### src/rtl/mux16_rr_sched_pkg.sv
`default_nettype none
// ============================================================================
// Module      : mux_pkg
// Description : Shared constants and FSM state type for the 16:1 bit-mux
//               round-robin scheduler slice.
// Contents    : MUX_N      - number of mux inputs / requesters
//               MUX_SEL_W  - mux select width
//               state_t    - scheduler FSM states (IDLE, GRANT)
// Revision    : 1.0 - initial release
// ============================================================================
package mux_pkg;

    localparam int MUX_N     = 16;
    localparam int MUX_SEL_W = 4;

    typedef enum logic [0:0] {
        IDLE  = 1'b0,
        GRANT = 1'b1
    } state_t;

endpackage
`default_nettype wire

### src/rtl/mux16_rr_sched_if.sv
`default_nettype none
// ============================================================================
// Module      : mux16_rr_sched_if
// Description : Requester-side bus of the round-robin mux scheduler.
// Signals     : req[15:0]       - per-requester level request
//               data_in[15:0]   - per-requester serial data bit
//               burst_len       - grant length minus one, sampled at grant
//               sel[3:0]        - registered mux select (current grantee)
//               grant[15:0]     - registered one-hot grant, zero when idle
//               valid           - registered, high while a grant is active
//               data_out        - selected bit gated by valid
// Modports    : master - requester/consumer side, slave - scheduler side
// Revision    : 1.0 - initial release
// ============================================================================
interface mux16_rr_sched_if
    import mux_pkg::*;
#(
    parameter int BURST_W = 4
);

    logic [MUX_N-1:0]     req;
    logic [MUX_N-1:0]     data_in;
    logic [BURST_W-1:0]   burst_len;
    logic [MUX_SEL_W-1:0] sel;
    logic [MUX_N-1:0]     grant;
    logic                 valid;
    logic                 data_out;

    modport master (
        output req,
        output data_in,
        output burst_len,
        input  sel,
        input  grant,
        input  valid,
        input  data_out
    );

    modport slave (
        input  req,
        input  data_in,
        input  burst_len,
        output sel,
        output grant,
        output valid,
        output data_out
    );

endinterface
`default_nettype wire

### src/rtl/mux16_rr_sched_mux162.sv
`default_nettype none
// ============================================================================
// Module      : mux162
// Description : 16:1 single-bit multiplexer shared by the scheduler.
// Ports       : data_in[15:0] - data bits
//               sel[3:0]      - select index
//               data_out      - data_in[sel]
// Revision    : 1.0 - initial release
// ============================================================================
module mux162 (
    input  wire logic [15:0] data_in,
    input  wire logic [3:0]  sel,
    output logic             data_out
);

    assign data_out = data_in[sel];

endmodule
`default_nettype wire

### src/rtl/mux16_rr_sched.sv
`default_nettype none
// ============================================================================
// Module      : mux16_rr_sched
// Description : Round-robin scheduler sharing one mux162 among 16 requesters.
//               Grants one requester at a time for burst_len+1 cycles (or
//               until it drops req), re-arbitrating on the release edge so
//               back-to-back grants carry no idle cycle.
// Ports       : clk - clock, rising edge
//               rst - asynchronous active-high reset
//               bus - mux16_rr_sched_if.slave (req, data_in, burst_len in;
//                     sel, grant, valid, data_out out)
// Revision    : 1.0 - initial release
// ============================================================================
module mux16_rr_sched
    import mux_pkg::*;
#(
    parameter int N_REQ   = MUX_N,
    parameter int BURST_W = 4
)(
    input  wire logic         clk,
    input  wire logic         rst,
    mux16_rr_sched_if.slave   bus
);

    // Returns {found, index} of the first set bit of req scanning from ptr
    // upward with wrap. The loop runs from the farthest offset down to the
    // nearest so the last hit (lowest offset from ptr) wins without a break.
    function automatic logic [MUX_SEL_W:0] f_arb(
        input logic [N_REQ-1:0]     req,
        input logic [MUX_SEL_W-1:0] ptr
    );
        logic [MUX_SEL_W:0]   res;
        logic [MUX_SEL_W-1:0] idx;
        res = '0;
        for (int i = N_REQ - 1; i >= 0; i--) begin
            idx = ptr + MUX_SEL_W'(i);
            if (req[idx]) begin
                res = {1'b1, idx};
            end
        end
        return res;
    endfunction

    state_t               r_state;
    state_t               w_state_nxt;
    logic [MUX_SEL_W-1:0] r_ptr;
    logic [MUX_SEL_W-1:0] w_ptr_nxt;
    logic [BURST_W-1:0]   r_cnt;
    logic [BURST_W-1:0]   w_cnt_nxt;
    logic [MUX_SEL_W-1:0] r_sel;
    logic [MUX_SEL_W-1:0] w_sel_nxt;
    logic [N_REQ-1:0]     r_grant;
    logic [N_REQ-1:0]     w_grant_nxt;
    logic                 r_valid;
    logic                 w_valid_nxt;

    logic                 w_release;
    logic [MUX_SEL_W-1:0] w_arb_ptr;
    logic [MUX_SEL_W:0]   w_arb;
    logic                 w_mux_out;

    assign w_release = (r_cnt == '0) || !bus.req[r_sel];

    // In GRANT the arbitration always uses the post-release pointer; it is
    // only consumed when w_release is set, so the just-released requester
    // lands at the lowest priority.
    assign w_arb_ptr = (r_state == GRANT) ? (r_sel + 1'b1) : r_ptr;
    assign w_arb     = f_arb(bus.req, w_arb_ptr);

    always_ff @(posedge clk or posedge rst) begin
        if (rst) begin
            r_state <= IDLE;
            r_ptr   <= '0;
            r_cnt   <= '0;
            r_sel   <= '0;
            r_grant <= '0;
            r_valid <= 1'b0;
        end else begin
            r_state <= w_state_nxt;
            r_ptr   <= w_ptr_nxt;
            r_cnt   <= w_cnt_nxt;
            r_sel   <= w_sel_nxt;
            r_grant <= w_grant_nxt;
            r_valid <= w_valid_nxt;
        end
    end

    always_comb begin
        w_state_nxt = r_state;
        w_ptr_nxt   = r_ptr;
        w_cnt_nxt   = r_cnt;
        w_sel_nxt   = r_sel;
        w_grant_nxt = r_grant;
        w_valid_nxt = r_valid;

        case (r_state)
            IDLE: begin
                if (w_arb[MUX_SEL_W]) begin
                    w_state_nxt = GRANT;
                    w_sel_nxt   = w_arb[MUX_SEL_W-1:0];
                    w_grant_nxt = N_REQ'(1) << w_arb[MUX_SEL_W-1:0];
                    w_cnt_nxt   = bus.burst_len;
                    w_valid_nxt = 1'b1;
                end
            end
            GRANT: begin
                if (!w_release) begin
                    w_cnt_nxt = r_cnt - 1'b1;
                end else begin
                    w_ptr_nxt = w_arb_ptr;
                    if (w_arb[MUX_SEL_W]) begin
                        w_sel_nxt   = w_arb[MUX_SEL_W-1:0];
                        w_grant_nxt = N_REQ'(1) << w_arb[MUX_SEL_W-1:0];
                        w_cnt_nxt   = bus.burst_len;
                    end else begin
                        // sel deliberately holds its last value when idle
                        w_state_nxt = IDLE;
                        w_grant_nxt = '0;
                        w_valid_nxt = 1'b0;
                    end
                end
            end
            default: begin
                w_state_nxt = IDLE;
            end
        endcase
    end

    mux162 u_mux162 (
        .data_in  (bus.data_in),
        .sel      (r_sel),
        .data_out (w_mux_out)
    );

    assign bus.sel      = r_sel;
    assign bus.grant    = r_grant;
    assign bus.valid    = r_valid;
    assign bus.data_out = r_valid & w_mux_out;

endmodule
`default_nettype wire

### src/flat_wrapper.sv
// flat-port wrapper written by rule: the top's interface ports become plain ports
module mux16_rr_sched_flat import mux_pkg::*;
#(
    parameter int N_REQ   = MUX_N,
    parameter int BURST_W = 4
)
  (clk, rst, bus_req, bus_data_in, bus_burst_len, bus_sel, bus_grant, bus_valid, bus_data_out);
  mux16_rr_sched_if #(.BURST_W(BURST_W)) bus_i ();
  input  wire logic clk;
  input  wire logic rst;
  input wire logic [$bits(bus_i.req)-1:0] bus_req;
  input wire logic [$bits(bus_i.data_in)-1:0] bus_data_in;
  input wire logic [$bits(bus_i.burst_len)-1:0] bus_burst_len;
  output wire logic [$bits(bus_i.sel)-1:0] bus_sel;
  output wire logic [$bits(bus_i.grant)-1:0] bus_grant;
  output wire logic [$bits(bus_i.valid)-1:0] bus_valid;
  output wire logic [$bits(bus_i.data_out)-1:0] bus_data_out;
  assign bus_i.req = bus_req;
  assign bus_i.data_in = bus_data_in;
  assign bus_i.burst_len = bus_burst_len;
  assign bus_sel = bus_i.sel;
  assign bus_grant = bus_i.grant;
  assign bus_valid = bus_i.valid;
  assign bus_data_out = bus_i.data_out;
  mux16_rr_sched #(.N_REQ(N_REQ), .BURST_W(BURST_W)) u_core (.clk(clk), .rst(rst), .bus(bus_i));
endmodule
### config.mk
export PLATFORM = sky130hd
export DESIGN_NAME = mux16_rr_sched_flat
export DESIGN_NICKNAME = d
export VERILOG_FILES = /design/src/rtl/mux16_rr_sched_pkg.sv /design/src/rtl/mux16_rr_sched_if.sv /design/src/rtl/mux16_rr_sched_mux162.sv /design/src/rtl/mux16_rr_sched.sv /design/src/flat_wrapper.sv
export SDC_FILE = /design/constraint.sdc
export NUM_CORES = 1
export LEC_CHECK = 0
export ABC_AREA = 0
export BUFFER_PORTS_ARGS = -buffer_cell sky130_fd_sc_hd__clkbuf_2
export CORE_UTILIZATION = 60
export CTS_BUF_LIST = sky130_fd_sc_hd__clkbuf_16
export CTS_CLUSTER_SIZE = 12
export DETAILED_ROUTE_END_ITERATION = 12
export GPL_ROUTABILITY_DRIVEN = 1
export PLACE_DENSITY = 0.85
export SLEW_MARGIN = 30
export SYNTH_ARGS = -nofsm -noshare
export SYNTH_HDL_FRONTEND = slang
export SYNTH_SLANG_ARGS = --single-unit
### constraint.sdc
create_clock -name clk -period 6.24 [get_ports clk]
set_input_delay 0.624 -clock clk [delete_from_list [all_inputs] [get_ports clk]]
set_output_delay 0.624 -clock clk [all_outputs]
set_load 0.005 [all_outputs]
# Word-level counts from Yosys, hierarchy flattened

Cells that the tools add are included.

Bits in registers: 30
Input bits: 38
Word-level logic and storage cells: 122

Add/subtract/negate cells: 17
$lt $le $gt $ge: 17
Equal/unequal tests: 3
Shift operators: 1
Muxes and demuxes: 70
Bitwise gates (word level): 2
Reduce and logical (&&, ||, !) cells: 6

Operator list:

| operator               | count |
|---|---|
| $lt A4 B5 Y1 const B   | 17 |
| $mux W5                | 16 |
| $bmux W1 S4            | 18 |
| $mux W16               | 3 |
| $add A4 B4 Y4 const B  | 8 |
| $pmux W16 S2           | 1 |
| $mux W1                | 23 |
| $mux W4                | 5 |
| $add A4 B3 Y4 const B  | 4 |
| $pmux W4 S2            | 2 |
| $shl A1 B4 Y16 const A | 1 |
| $add A4 B1 Y4 const B  | 2 |
| $add A4 B2 Y4 const B  | 2 |
| $logic_not A4 Y1       | 1 |
| $ne A2 B2 Y1 const B   | 2 |
| $pmux W1 S2            | 2 |
| $reduce_and A2 Y1      | 2 |
| $sub A4 B1 Y4 const B  | 1 |
| $reduce_and A3 Y1      | 1 |
| $ne A2 B1 Y1 const B   | 1 |
| $and A1 B1 Y1          | 1 |
| $logic_not A1 Y1       | 1 |
| $logic_or A1 B1 Y1     | 1 |
| $not A1 Y1             | 1 |

# Depth between registers and ports, before layout

Depth in word-level cells: 25
Depth in mapped cells: 17
Depth with buffers taken out: 14

# Modules after synthesis

A second synthesis with hierarchy kept.

Cell total of the unflattened synthesis: 386
Area total of the unflattened synthesis: 3,912.5 µm²

Modules (own cells, without submodules):

| module         | instances | cells an instance | area each (µm²) | seq. area each (µm²) |
|---|---|---|---|---|
| mux16_rr_sched | 1         | 379               | 3,777.4         | 750.7 |
| mux162         | 1         | 7                 | 135.1           | 0.0 |

# Worst setup path after synthesis

Ideal clock, no wire load.

Path kind: register -> register
Start point: reg u_core.r_state
End point: reg u_core.r_grant[7], in the netlist u_core.bus.grant[7]
Arrival: 4.072 ns
Required time: 6.172 ns
Setup slack: 2.099 ns
Stages on the path, launching flop included: 16
Clock period less this slack: 4.141 ns
Path through: dfrtp_1 buf_4 a21o_1 inv_2 buf_2 ha_1 inv_1 xnor2_2 mux4_2 o22a_1 nand2_1 or4b_1 o211a_1 or3_4 a21oi_2 a32o_1

Cells in the longest elaborated chain, start to end: 24
Elaborated cells on any way between the ends: 73
Those cells by class: add/sub (15); eq/ne (2); shift (1); mux (53); bitwise (1); reduce/logical (1)

Ends and longest elaborated chain:

| element                       | line                                         | text |
|---|---|---|
| from (decl)                   | mux16_rr_sched.sv:44                         | `state_t r_state;` |
| from (signal assigned)        | mux16_rr_sched.sv:79                         | `r_state <= w_state_nxt;` |
| $mux W4 *                     | mux16_rr_sched.sv:67                         | `assign w_arb_ptr = (r_state == GRANT) ? (r_sel + 1'b1) : r_ptr;` |
| named net u_core.w_arb_ptr[0] | mux16_rr_sched.sv:58                         | `logic [MUX_SEL_W-1:0] w_arb_ptr;` |
| $add A4 B4 Y4                 | mux16_rr_sched.sv:36                         | `idx = ptr + MUX_SEL_W'(i);` |
| $bmux W1 S4                   | mux16_rr_sched.sv:37                         | `if (req[idx]) begin` |
| $mux W1 (implied by the code) | mux16_rr_sched.sv:37                         |  |
| $mux W5 (15 in a row)         | mux16_rr_sched.sv:37                         |  |
| $mux W5 *                     | mux16_rr_sched.sv:37                         |  |
| $shl A1 B4 Y16                | mux16_rr_sched.sv:101, mux16_rr_sched.sv:113 |  |
| $mux W16                      | mux16_rr_sched.sv:111                        | `if (w_arb[MUX_SEL_W]) begin` |
| $mux W16                      | mux16_rr_sched.sv:107                        | `if (!w_release) begin` |
| $pmux W16 S2                  | mux16_rr_sched.sv:96                         | `case (r_state)` |
| to (signal assigned)          | mux16_rr_sched.sv:83                         | `r_grant <= w_grant_nxt;` |
| to (decl)                     | mux16_rr_sched.sv:52                         | `logic [N_REQ-1:0] r_grant;` |

Mark *: on every way through the listed nets, which the timed path passes. The rest lies on a longest branch. The select of a mux whose other input is x is not followed.
A chain may end at the register's enable or synchronous reset.

# Final worst setup path

Start point: reg u_core.r_sel[0], in the netlist u_core.bus.sel[0]
End point: reg u_core.r_grant[14], in the netlist u_core.bus.grant[14]

Cells in the longest elaborated chain, start to end: 25
Elaborated cells on any way between the ends: 77
Those cells by class: add/sub (16); eq/ne (2); shift (1); mux (55); reduce/logical (3)

Ends and longest elaborated chain:

| element                       | line                                         | text |
|---|---|---|
| from (decl)                   | mux16_rr_sched.sv:50                         | `logic [MUX_SEL_W-1:0] r_sel;` |
| from (signal assigned)        | mux16_rr_sched.sv:82                         | `r_sel <= w_sel_nxt;` |
| $add A4 B1 Y4                 | mux16_rr_sched.sv:67                         |  |
| $mux W4                       | mux16_rr_sched.sv:67                         |  |
| $add A4 B4 Y4                 | mux16_rr_sched.sv:36                         |  |
| $bmux W1 S4                   | mux16_rr_sched.sv:37                         |  |
| $mux W1 (implied by the code) | mux16_rr_sched.sv:37                         |  |
| $mux W5 (16 in a row)         | mux16_rr_sched.sv:37                         |  |
| $shl A1 B4 Y16                | mux16_rr_sched.sv:101, mux16_rr_sched.sv:113 |  |
| $mux W16                      | mux16_rr_sched.sv:111                        |  |
| $mux W16                      | mux16_rr_sched.sv:107                        |  |
| $pmux W16 S2                  | mux16_rr_sched.sv:96                         |  |

Several ways; a longest one is shown, not always the timed one. The select of a mux whose other input is x is not followed.

==> results_dict.tcl <==
set metrics [dict create \
    setup_viol 0 \
    clock_latency_ps 280 \
    slowest_stage "dfrtp_1" \
    reg2regPathDepth 13 \
    cts_buffers 5 \
    initialDrtViolationCount 446 \
    io_buffers 59 \
    num_vias 3511 \
    rows 27 \
    grt_antenna_before_repair 0 \
    dr.pass1.iters 5 \
    path_clk_slew_ps 50 \
    rr_startpoint "u_core.bus.sel[0]$_DFFE_PP0P_" \
    rsz0062_at_grt "no" \
    fin_util_pct 70.8 \
    yosys_warnings 0 \
    start_kind "register" \
    grt_max_degree 31 \
    post-route-period-util_pct 88.6 \
    syn_inst 359 \
    max_stage_delay_ps 730 \
    grtUsageTotal_pct 35.1 \
    yosysTopAreaCell "dfrtp_1" \
    synth_fp_nets 405 \
    avgRoutedWirePerCell_um 21.6 \
    cp_cell_sequence "ha_1 -> xor2_2 -> mux2i_4 -> inv_2 -> ha_1 -> xnor2_1 -> mux2i_1 -> nor3_1 -> nand4_1 -> and2_1 -> o21ai_0 -> nor3_1 -> a32o_1" \
    yosys-top-cells-area "dfrtp_1, mux4_2, mux2i_1" \
    synth_edf_count 0 \
    outcome "complete, no violations" \
    finalMaxSlewViolations 0 \
    ios 60 \
    worstPathRequired_ps 6450 \
    drive_above_1_share_pct 29.4 \
    grt-ovfl-total 0 \
    clockRootBuffer "clkbuf_16" \
    async_flop_share_pct 100 \
    avgSynthCellArea_um2 9.67 \
    initial_core_util_pct 62.6 \
    die_y_um 78.1 \
    die_w_um 78.1 \
    cts_buffer_depth 2 \
    synth-seq-cells 30 \
    worstMarginPinSlew_ps 773 \
    fin_tns_setup_ps 0 \
    hp-class "in2async" \
    grt_pass1_wl_um 16400 \
    path_class "reg2reg" \
    viasPerCell 7.31 \
    synth.top_cells.by_count "mux2i_1, dfrtp_1, mux4_2" \
    path_delay_family "multiplexers" \
    tritoncts "yes" \
    cap_violations 0 \
    yosys_most_used_dff "dfrtp_1" \
    synth_most_common_cell "mux2i_1" \
    arrival_ps 5740 \
    cts_setup_buffers 0 \
    die-area_mm2 0.00609 \
    post-route-min-period_ps 5530 \
    ctsResizeCount 0 \
    drt_wl_total_um 10400 \
    drc 0 \
    synth_area_mm2 0.00347 \
    core_mm2 0.00554 \
    maxSlewHeadroom_pct 47.0 \
    syn2layout_area_growth_pct 12.9 \
    hold_viol 0 \
    htreeDepth 2 \
    crit_buf_inv 1 \
    grt_pass1_vias 3256 \
    timing.rr.end "u_core.bus.grant[14]$_DFFE_PP0P_" \
    max_freq_mhz 181 \
    r2r_slack_ps 710 \
    finClkSkew_ps 4.31 \
    fin_nets 453 \
    yosysUniqueCellTypes 62 \
    yosysSeqAreaShare_pct 21.6 \
    numClockSinks 30 \
    holdBufCountCts 0 \
    yosysTopAreaCellShare_pct 21.6 \
    place.gp.congestion 1.03 \
    cp-end-kind "register" \
    ant_nets 0 \
    diodes 0 \
    path_max_fanout 17 \
    hpwlAfterDp_um 7900 \
]
-- worst max-delay path by stage --
stage,from,endpoint,cells past startpoint
after floorplan,u_core.r_state$_DFF_PP0_,u_core.bus.grant[7]$_DFFE_PP0P_,15
after global placement,u_core.bus.sel[0]$_DFFE_PP0P_,u_core.bus.grant[14]$_DFFE_PP0P_,13
after detailed placement,u_core.bus.sel[0]$_DFFE_PP0P_,u_core.bus.grant[14]$_DFFE_PP0P_,13
after CTS,u_core.bus.sel[0]$_DFFE_PP0P_,u_core.bus.grant[14]$_DFFE_PP0P_,13
after global routing,u_core.bus.sel[0]$_DFFE_PP0P_,u_core.bus.grant[8]$_DFFE_PP0P_,13
final,u_core.bus.sel[0]$_DFFE_PP0P_,u_core.bus.grant[14]$_DFFE_PP0P_,13
-- kinds of logic (layout without fill, tap and decap cells) --
group	count (synthesis)	in the layout	synth area share (%)
adder cells (fa/ha/maj)	8	8	2.88
flip-flops	30	30	21.6
AO/OA/AOI/OAI	108	108	22.4
AND/OR/NAND/NOR	100	100	14.6
XOR/XNOR	14	14	4.40
buffers and inverters	31	80	3.97
multiplexers	68	68	30.2
-- placed cells by master, fill, tap and decap left out, types with 3 or more instances in the layout --
master / n
a211oi_1: 5
a21oi_1: 19
a31oi_1: 5
a32o_1: 16
and2_1: 3
buf_4: 3
clkbuf_16: 5
clkbuf_2: 59
dfrtp_1: 30
ha_1: 8
inv_1: 7
inv_2: 3
mux2_2: 7
mux2i_1: 31
mux4_2: 27
nand2_1: 21
nand2b_1: 8
nand3_1: 13
nand4_1: 4
nor2_1: 24
nor2b_1: 4
nor3_1: 11
o211a_1: 3
o211ai_1: 5
o21a_1: 6
o21ai_0: 15
o21ai_1: 3
o22ai_1: 8
o31ai_1: 3
or2_2: 3
xnor2_1: 10
xnor2_2: 3
-- per-stage QoR --
stage                     area (um^2)  instances  worst slack [ps]  hold slack, ps
after floorplan                  3470        359              2100             477
final                            3920        480               713             395
after CTS                        3920        480               833             421
after detailed placement         3780        472               878             481
after global placement           3780        472               866             475
after global routing             3920        480               253             472
-- registers in the layout, summed over array words and instances (netlist names) --
register / count
u_core.bus.valid: 1
u_core.r_state: 1
u_core.r_ptr: 4
u_core.bus.sel: 4
u_core.r_cnt: 4
u_core.bus.grant: 16
-- routing by layer --
metal,up-vias,GRT usage (%),part of all wire (%)
li1,1530,-,-
met1,1692,46.5,37
met2,242,57.2,50
met3,47,4.42,9.7
met4,0,17.4,3.6
met5,-,0,0
-- cell type report --
cell class / instances / area, um^2
Multi-Input combinational cell: 298 / 2580
Fill cell: 430 / 1620
Sequential cell: 30 / 751
Timing Repair Buffer: 62 / 318
Clock buffer: 5 / 125
Tap cell: 72 / 90.1
Inverter: 10 / 37.5
Clock inverter: 3 / 16.3
Power is not shown: default switching activity piles up to over one toggle a cycle in this logic, so the estimate is an artifact.
